--- config.mk ---
export PLATFORM = sky130hd
export DESIGN_NAME = if_pc_queue
export DESIGN_NICKNAME = d
export VERILOG_FILES = /design/src/rtl/if_pc_queue.sv
export SDC_FILE = /design/constraint.sdc
export NUM_CORES = 1
export LEC_CHECK = 0
export BUFFER_PORTS_ARGS = -buffer_cell sky130_fd_sc_hd__clkbuf_2
export CORE_MARGIN = 2
export CORE_UTILIZATION = 54
export CTS_CLUSTER_SIZE = 8
export DETAILED_ROUTE_END_ITERATION = 7
export PLACE_DENSITY = 0.86
export SETUP_SLACK_MARGIN = 0.1
export SLEW_MARGIN = 20
export SYNTH_ARGS = -nofsm -noshare
export SYNTH_HDL_FRONTEND = slang
export SYNTH_SLANG_ARGS = --single-unit
--- constraint.sdc ---
create_clock -name clk -period 3.1 [get_ports clk]
set_input_delay 0 -clock clk [delete_from_list [all_inputs] [get_ports clk]]
set_output_delay 0 -clock clk [all_outputs]
set_load 0.005 [all_outputs]
--- src/rtl/if_pc_queue.sv ---
// if_pc_queue: IF-stage fetch-group PC generator feeding a DEPTH-entry FIFO.
// Define IF_ADEF_CHECK_EN to keep misaligned targets and flag them on out_adef.
module if_pc_queue #(
  parameter logic [31:0] RESET_PC    = 32'h1C000000,
  parameter int          FETCH_WIDTH = 2,
  parameter int          DEPTH       = 4
) (
  input  logic                             clk,
  input  logic                             reset,
  input  logic                             excp_flush,
  input  logic                             excp_tlbrefill,
  input  logic [31:0]                      eentry,
  input  logic [31:0]                      tlbentry,
  input  logic                             ertn_flush,
  input  logic [31:0]                      era,
  input  logic                             br_flush,
  input  logic [31:0]                      br_target,
  input  logic                             stall,
  output logic                             out_valid,
  input  logic                             out_ready,
  output logic [31:0]                      out_pc,
  output logic [FETCH_WIDTH-1:0]           out_mask,
  output logic                             out_adef,
  output logic [$clog2(DEPTH+1)-1:0]       count
);
  localparam int GB = 4 * FETCH_WIDTH;
  localparam int PW = $clog2(DEPTH);
  localparam int CW = $clog2(DEPTH + 1);
  localparam logic [31:0] GB_MASK = 32'(GB - 1);
  localparam logic [CW-1:0] FULL = CW'(DEPTH);
`ifdef IF_ADEF_CHECK_EN
  localparam logic [31:0] PC_KEEP = 32'hFFFFFFFF;
`else
  localparam logic [31:0] PC_KEEP = 32'hFFFFFFFC;
`endif

  logic [31:0]            gen_pc, target, slot, next_pc;
  logic                   redirect, enq, deq, adef, hold;
  logic [FETCH_WIDTH-1:0] mask;
  logic [31:0]            pc_mem   [DEPTH];
  logic [FETCH_WIDTH-1:0] mask_mem [DEPTH];
  logic                   adef_mem [DEPTH];
  logic [PW-1:0]          wr_ptr, rd_ptr;
  logic [CW-1:0]          cnt;

  assign out_valid = cnt != '0;
  assign count     = cnt;
  assign out_pc    = out_valid ? pc_mem[rd_ptr] : '0;
  assign out_mask  = out_valid ? mask_mem[rd_ptr] : '0;
  assign out_adef  = out_valid & adef_mem[rd_ptr];

  always_comb begin
    redirect = excp_flush | ertn_flush | br_flush;
    target   = excp_flush ? (excp_tlbrefill ? tlbentry : eentry) : ertn_flush ? era : br_target;
    slot     = (gen_pc >> 2) & 32'(FETCH_WIDTH - 1);
    next_pc  = (gen_pc & ~GB_MASK) + 32'(GB);
    enq      = !redirect && !stall && !hold && cnt < FULL;
    deq      = !redirect && out_valid && out_ready;
    mask     = '0;
    for (int i = 0; i < FETCH_WIDTH; i++) mask[i] = 32'(i) >= slot;
  end

`ifdef IF_ADEF_CHECK_EN
  assign adef = gen_pc[1:0] != 2'b00;
  // A misaligned group stops generation until software redirects fetch.
  always_ff @(posedge clk or posedge reset)
    if (reset) hold <= 1'b0;
    else if (redirect) hold <= 1'b0;
    else if (enq && adef) hold <= 1'b1;
`else
  assign adef = 1'b0;
  assign hold = 1'b0;
`endif

  always_ff @(posedge clk or posedge reset)
    if (reset) begin
      gen_pc <= RESET_PC & PC_KEEP;
      wr_ptr <= '0;
      rd_ptr <= '0;
      cnt    <= '0;
    end else if (redirect) begin
      gen_pc <= target & PC_KEEP;
      wr_ptr <= '0;
      rd_ptr <= '0;
      cnt    <= '0;
    end else begin
      if (enq) begin
        gen_pc <= next_pc;
        wr_ptr <= wr_ptr + PW'(1);
      end
      if (deq) rd_ptr <= rd_ptr + PW'(1);
      cnt <= cnt + CW'(enq) - CW'(deq);
    end

  always_ff @(posedge clk)
    if (enq) begin
      pc_mem[wr_ptr]   <= gen_pc;
      mask_mem[wr_ptr] <= mask;
      adef_mem[wr_ptr] <= adef;
    end
endmodule

==> metrics.txt <==
# TYPE chip_impl_metric gauge
chip_impl_metric{name="finalWeightedCongestion",unit=""} 0.883
chip_impl_metric{name="internal-power",unit="mW"} 3.93
chip_impl_metric{name="antenna_found_initial",unit=""} 0
chip_impl_metric{name="share_clk_of_total_power",unit=""} 0.409
chip_impl_metric{name="worst-path-max-fanout",unit=""} 3
chip_impl_metric{name="synth.yosys.warnings",unit=""} 0
chip_impl_info{name="crit_path_start_kind",value="flop"} 1
chip_impl_metric{name="slew_at_the_pin_closest_to_its_max_slew_limit",unit="ns"} 0.838
chip_impl_metric{name="fin_hold_ws",unit="ns"} 0.00613
chip_impl_info{name="ctsRootBufferMaster",value="sky130_fd_sc_hd__clkbuf_16"} 1
chip_impl_metric{name="finalHoldViolations",unit=""} 0
chip_impl_metric{name="boundaryPins",unit=""} 175
chip_impl_metric{name="cts_buffer_depth",unit=""} 2
chip_impl_metric{name="final_layout_size_suffix_gt1_frac",unit=""} 0.364
chip_impl_info{name="crit_type",value="reg2reg"} 1
chip_impl_metric{name="syn_std_cell_area",unit="mm2"} 0.00773
chip_impl_metric{name="synth.lib_cells_used.distinct",unit=""} 48
chip_impl_metric{name="clkLatencyLatePin",unit="ns"} 0.42
chip_impl_metric{name="overflow",unit=""} 0
chip_impl_metric{name="slew-limit-headroom",unit=""} 0.441
chip_impl_metric{name="coreArea",unit="mm2"} 0.0139
chip_impl_metric{name="count_of_flip_flops_with_a_built_in_enable_after_synthesis",unit=""} 124
chip_impl_metric{name="final_antenna_net_count",unit=""} 0
chip_impl_metric{name="fin_setup_tns",unit="ns"} 0
chip_impl_metric{name="power_per_cell_area",unit="mW/mm2"} 521
chip_impl_metric{name="maxSlewViolCount",unit=""} 0
chip_impl_metric{name="syn_inst",unit=""} 546
chip_impl_metric{name="total_leakage_power",unit="nW"} 3.74
chip_impl_metric{name="cts_post_setup_buffers_inserted",unit=""} 0
chip_impl_metric{name="layoutNonFillerInstCount",unit=""} 931
chip_impl_metric{name="grt_max_degree",unit=""} 54
chip_impl_metric{name="p_comb_frac",unit=""} 0.085
chip_impl_info{name="status",value="finished, final reports clean"} 1
chip_impl_metric{name="setup_viol_count_final",unit=""} 0
chip_impl_metric{name="dpl.cell_count",unit=""} 866
chip_impl_metric{name="die_width",unit="um"} 124
chip_impl_metric{name="dpl.hpwl",unit="mm"} 12.5
chip_impl_metric{name="ys_seq_area_frac",unit=""} 0.602
chip_impl_metric{name="max_clock_freq",unit="GHz"} 0.398
chip_impl_metric{name="antenna_cells",unit=""} 0
chip_impl_metric{name="vdd_drop_max",unit="mV"} 0.390
chip_impl_metric{name="post_drt_wl_per_cell",unit="um"} 19.9
chip_impl_metric{name="num-nets-final",unit=""} 882
chip_impl_metric{name="setup_slack",unit="ns"} 0.585
chip_impl_metric{name="die_height",unit="um"} 124
chip_impl_metric{name="final_routed_wirelength_across_all_metal_layers",unit="mm"} 18.5
chip_impl_metric{name="floorplan.initialDensity",unit=""} 0.555
chip_impl_info{name="grt_setup_unrepaired",value="no"} 1
chip_impl_metric{name="cts.sink_count",unit=""} 161
chip_impl_metric{name="cts-hold-fix-buffers",unit=""} 33
chip_impl_metric{name="cts_max_level",unit=""} 4
chip_impl_metric{name="drc",unit=""} 0
chip_impl_metric{name="ys_seq_elements",unit=""} 161
chip_impl_metric{name="rows",unit=""} 43
chip_impl_metric{name="syn2layout_area_growth",unit="%"} 24.4
chip_impl_metric{name="cp_data_required_time",unit="ns"} 3.39
chip_impl_metric{name="grt_first_pass_wirelength",unit="mm"} 28.2
chip_impl_metric{name="postSynth.asyncResetShare",unit=""} 0.230
chip_impl_metric{name="timing.clock.skew",unit="ns"} 0.0104
chip_impl_metric{name="floorplan.die_area",unit="mm2"} 0.0153
chip_impl_info{name="synth_ff_type",value="sky130_fd_sc_hd__edfxtp_1"} 1
chip_impl_metric{name="period_share",unit=""} 0.811
chip_impl_metric{name="fin_crit",unit="ns"} 2.51
chip_impl_metric{name="avgSynthCellArea",unit="um2"} 14.2
chip_impl_info{name="worstSetupEndpointType",value="flop"} 1
chip_impl_metric{name="routed_via_density",unit=""} 5.80
chip_impl_metric{name="drt_first_iter_violations",unit=""} 532
chip_impl_info{name="min-delay-path-class",value="in2reg"} 1
chip_impl_metric{name="cts.reportedPaths.clkPinSlew",unit="ns"} 0.06
chip_impl_metric{name="critical_path_arrival",unit="ns"} 2.80
chip_impl_metric{name="cts_inserted_buffers",unit=""} 17
chip_impl_info{name="tritoncts",value="built"} 1
chip_impl_metric{name="port-buffer-count",unit=""} 163
chip_impl_metric{name="maxCapViolations",unit=""} 0
chip_impl_metric{name="swShare",unit=""} 0.216
chip_impl_metric{name="cts_resized",unit=""} 0
chip_impl_metric{name="pre_cts_slack",unit="ns"} 0.613
chip_impl_metric{name="layout.core_utilization",unit=""} 0.690
chip_impl_metric{name="total_number_of_vias",unit=""} 5397
chip_impl_metric{name="first_global_vias",unit=""} 5384
chip_impl_metric{name="seq_power_share",unit=""} 0.506
chip_impl_metric{name="globalRouteTotalUtil",unit=""} 0.252
chip_impl_metric{name="drt_pass_1_iters",unit=""} 5
chip_impl_metric{name="net-switching-power",unit="mW"} 1.08
worst max-delay path: stages, from the launching register on:
cell	delay [ns]
sky130_fd_sc_hd__dfrtp_1	0.42
sky130_fd_sc_hd__or3_1	0.41
sky130_fd_sc_hd__nand2_1	0.13
sky130_fd_sc_hd__nor2_1	0.06
sky130_fd_sc_hd__ha_1	0.30
sky130_fd_sc_hd__inv_1	0.06
sky130_fd_sc_hd__ha_1	0.14
sky130_fd_sc_hd__inv_1	0.06
sky130_fd_sc_hd__fa_1	0.39
sky130_fd_sc_hd__xor2_1	0.17
sky130_fd_sc_hd__xnor2_1	0.17
sky130_fd_sc_hd__nor2_1	0.08
cell families (layout without fill, tap and decap cells):
| family | after synthesis | in the layout | share of synthesized area |
|---|---|---|---|
| flip-flops | 161 | 161 | 0.602 |
| adder cells (fa/ha/maj) | 8 | 8 | 0.0139 |
| other | 1 | 3 | 0.000485 |
| XOR/XNOR | 31 | 31 | 0.0351 |
| multiplexers | 85 | 85 | 0.165 |
| AO/OA/AOI/OAI | 70 | 70 | 0.0548 |
| buffers and inverters | 48 | 251 | 0.0293 |
| AND/OR/NAND/NOR | 142 | 142 | 0.100 |
power groups by stage:
stage	registers (mW)	logic, mW	clock network [mW]
floorplan	2.53	0.239	0
global placement	2.56	0.359	0
detailed placement	2.57	0.371	0
CTS	2.53	0.421	2.06
global route	2.55	0.463	2.15
finish	2.54	0.425	2.05
synth_stat cells, types with 2 or more instances:
cell type,number,area (um2)
sky130_fd_sc_hd__buf_2,4,20.0
sky130_fd_sc_hd__buf_6,2,22.5
sky130_fd_sc_hd__mux4_2,31,698
sky130_fd_sc_hd__inv_1,10,37.5
sky130_fd_sc_hd__xnor2_1,20,175
sky130_fd_sc_hd__mux2i_1,26,260
sky130_fd_sc_hd__and2_1,32,200
sky130_fd_sc_hd__buf_4,4,30.0
sky130_fd_sc_hd__o21ai_0,9,45.0
sky130_fd_sc_hd__or3_1,4,25.0
sky130_fd_sc_hd__nand3_1,8,40.0
sky130_fd_sc_hd__xor2_1,11,96.3
sky130_fd_sc_hd__nor2_1,31,116
sky130_fd_sc_hd__nor4_1,5,31.3
sky130_fd_sc_hd__o211ai_1,7,52.6
sky130_fd_sc_hd__ha_1,7,87.6
sky130_fd_sc_hd__edfxtp_1,124,3720
sky130_fd_sc_hd__mux2_2,28,315
sky130_fd_sc_hd__nor4b_1,3,26.3
sky130_fd_sc_hd__clkbuf_1,24,90.1
sky130_fd_sc_hd__a211oi_1,15,113
sky130_fd_sc_hd__a21oi_1,29,145
sky130_fd_sc_hd__and3_1,7,43.8
sky130_fd_sc_hd__nand2_1,24,90.1
sky130_fd_sc_hd__and3_2,2,15.0
sky130_fd_sc_hd__o22ai_1,6,37.5
sky130_fd_sc_hd__nor3_1,9,45.0
sky130_fd_sc_hd__dfstp_2,3,78.8
sky130_fd_sc_hd__nand4_1,8,50.1
sky130_fd_sc_hd__buf_1,2,7.51
sky130_fd_sc_hd__dfrtp_1,34,851
metal layers:
metal  GRT usage  vias up  wire length [um]
li1            -     2444                 -
met3      0.0481       52              1370
met2       0.418      304              9100
met4       0.119        0               708
met5           0        -                 0
met1       0.322     2597              7320
flip-flops by register name, summed over array words and instances (netlist names):
register,flops
rd_ptr,2
wr_ptr,2
gen_pc,30
count,3
pc_mem,120
mask_mem,4
cell usage in the layout (no fill, tap or decap), types with 9 or more instances in the layout:
cell type	instances
sky130_fd_sc_hd__mux2_2	28
sky130_fd_sc_hd__mux4_2	31
sky130_fd_sc_hd__a21oi_1	29
sky130_fd_sc_hd__nor3_1	9
sky130_fd_sc_hd__buf_4	12
sky130_fd_sc_hd__xnor2_1	20
sky130_fd_sc_hd__nor2_1	31
sky130_fd_sc_hd__nand2_1	24
sky130_fd_sc_hd__xor2_1	11
sky130_fd_sc_hd__dlygate4sd3_1	33
sky130_fd_sc_hd__clkbuf_16	17
sky130_fd_sc_hd__dfrtp_1	33
sky130_fd_sc_hd__a211oi_1	15
sky130_fd_sc_hd__clkbuf_2	163
sky130_fd_sc_hd__edfxtp_1	124
sky130_fd_sc_hd__mux2i_1	26
sky130_fd_sc_hd__inv_1	9
sky130_fd_sc_hd__o21ai_0	9
sky130_fd_sc_hd__and2_1	32
metrics by stage:
| step | cell area (um2) | power, mW |
|---|---|---|
| after CTS | 9620 | 5.02 |
| final | 9620 | 5.01 |
| after global placement | 8710 | 2.92 |
| after global routing | 9620 | 5.15 |
| after floorplan | 7740 | 2.77 |
| after detailed placement | 8710 | 2.94 |
path summary, 6_finish.rpt:
path | endpoint | slack (ns) | depth (start not counted) | start
worst min register to register | pc_mem[3][20] | 0.57 | 0 | gen_pc[20]
worst min-delay path | gen_pc[4] | 0.006 | 5 | era[4]
min in group asynchronous | gen_pc[19] | 0.23 | 3 | reset
max in group asynchronous | gen_pc[28] | 2.22 | 4 | reset
worst max-delay path | count[2] | 0.59 | 11 | count[0]
worst max register to register | count[2] | 0.59 | 11 | count[0]
cell type report:
type                    count  area [um2]
clock buffers              24         462
multi-input cells         339        2870
inverters                  10        37.5
fillers                   906        4320
repair buffers            209        1260
flip-flops and latches    161        4650
clock inverters             8         115
well taps                 180         225
Note: power is estimated with default switching activity, not from simulation.
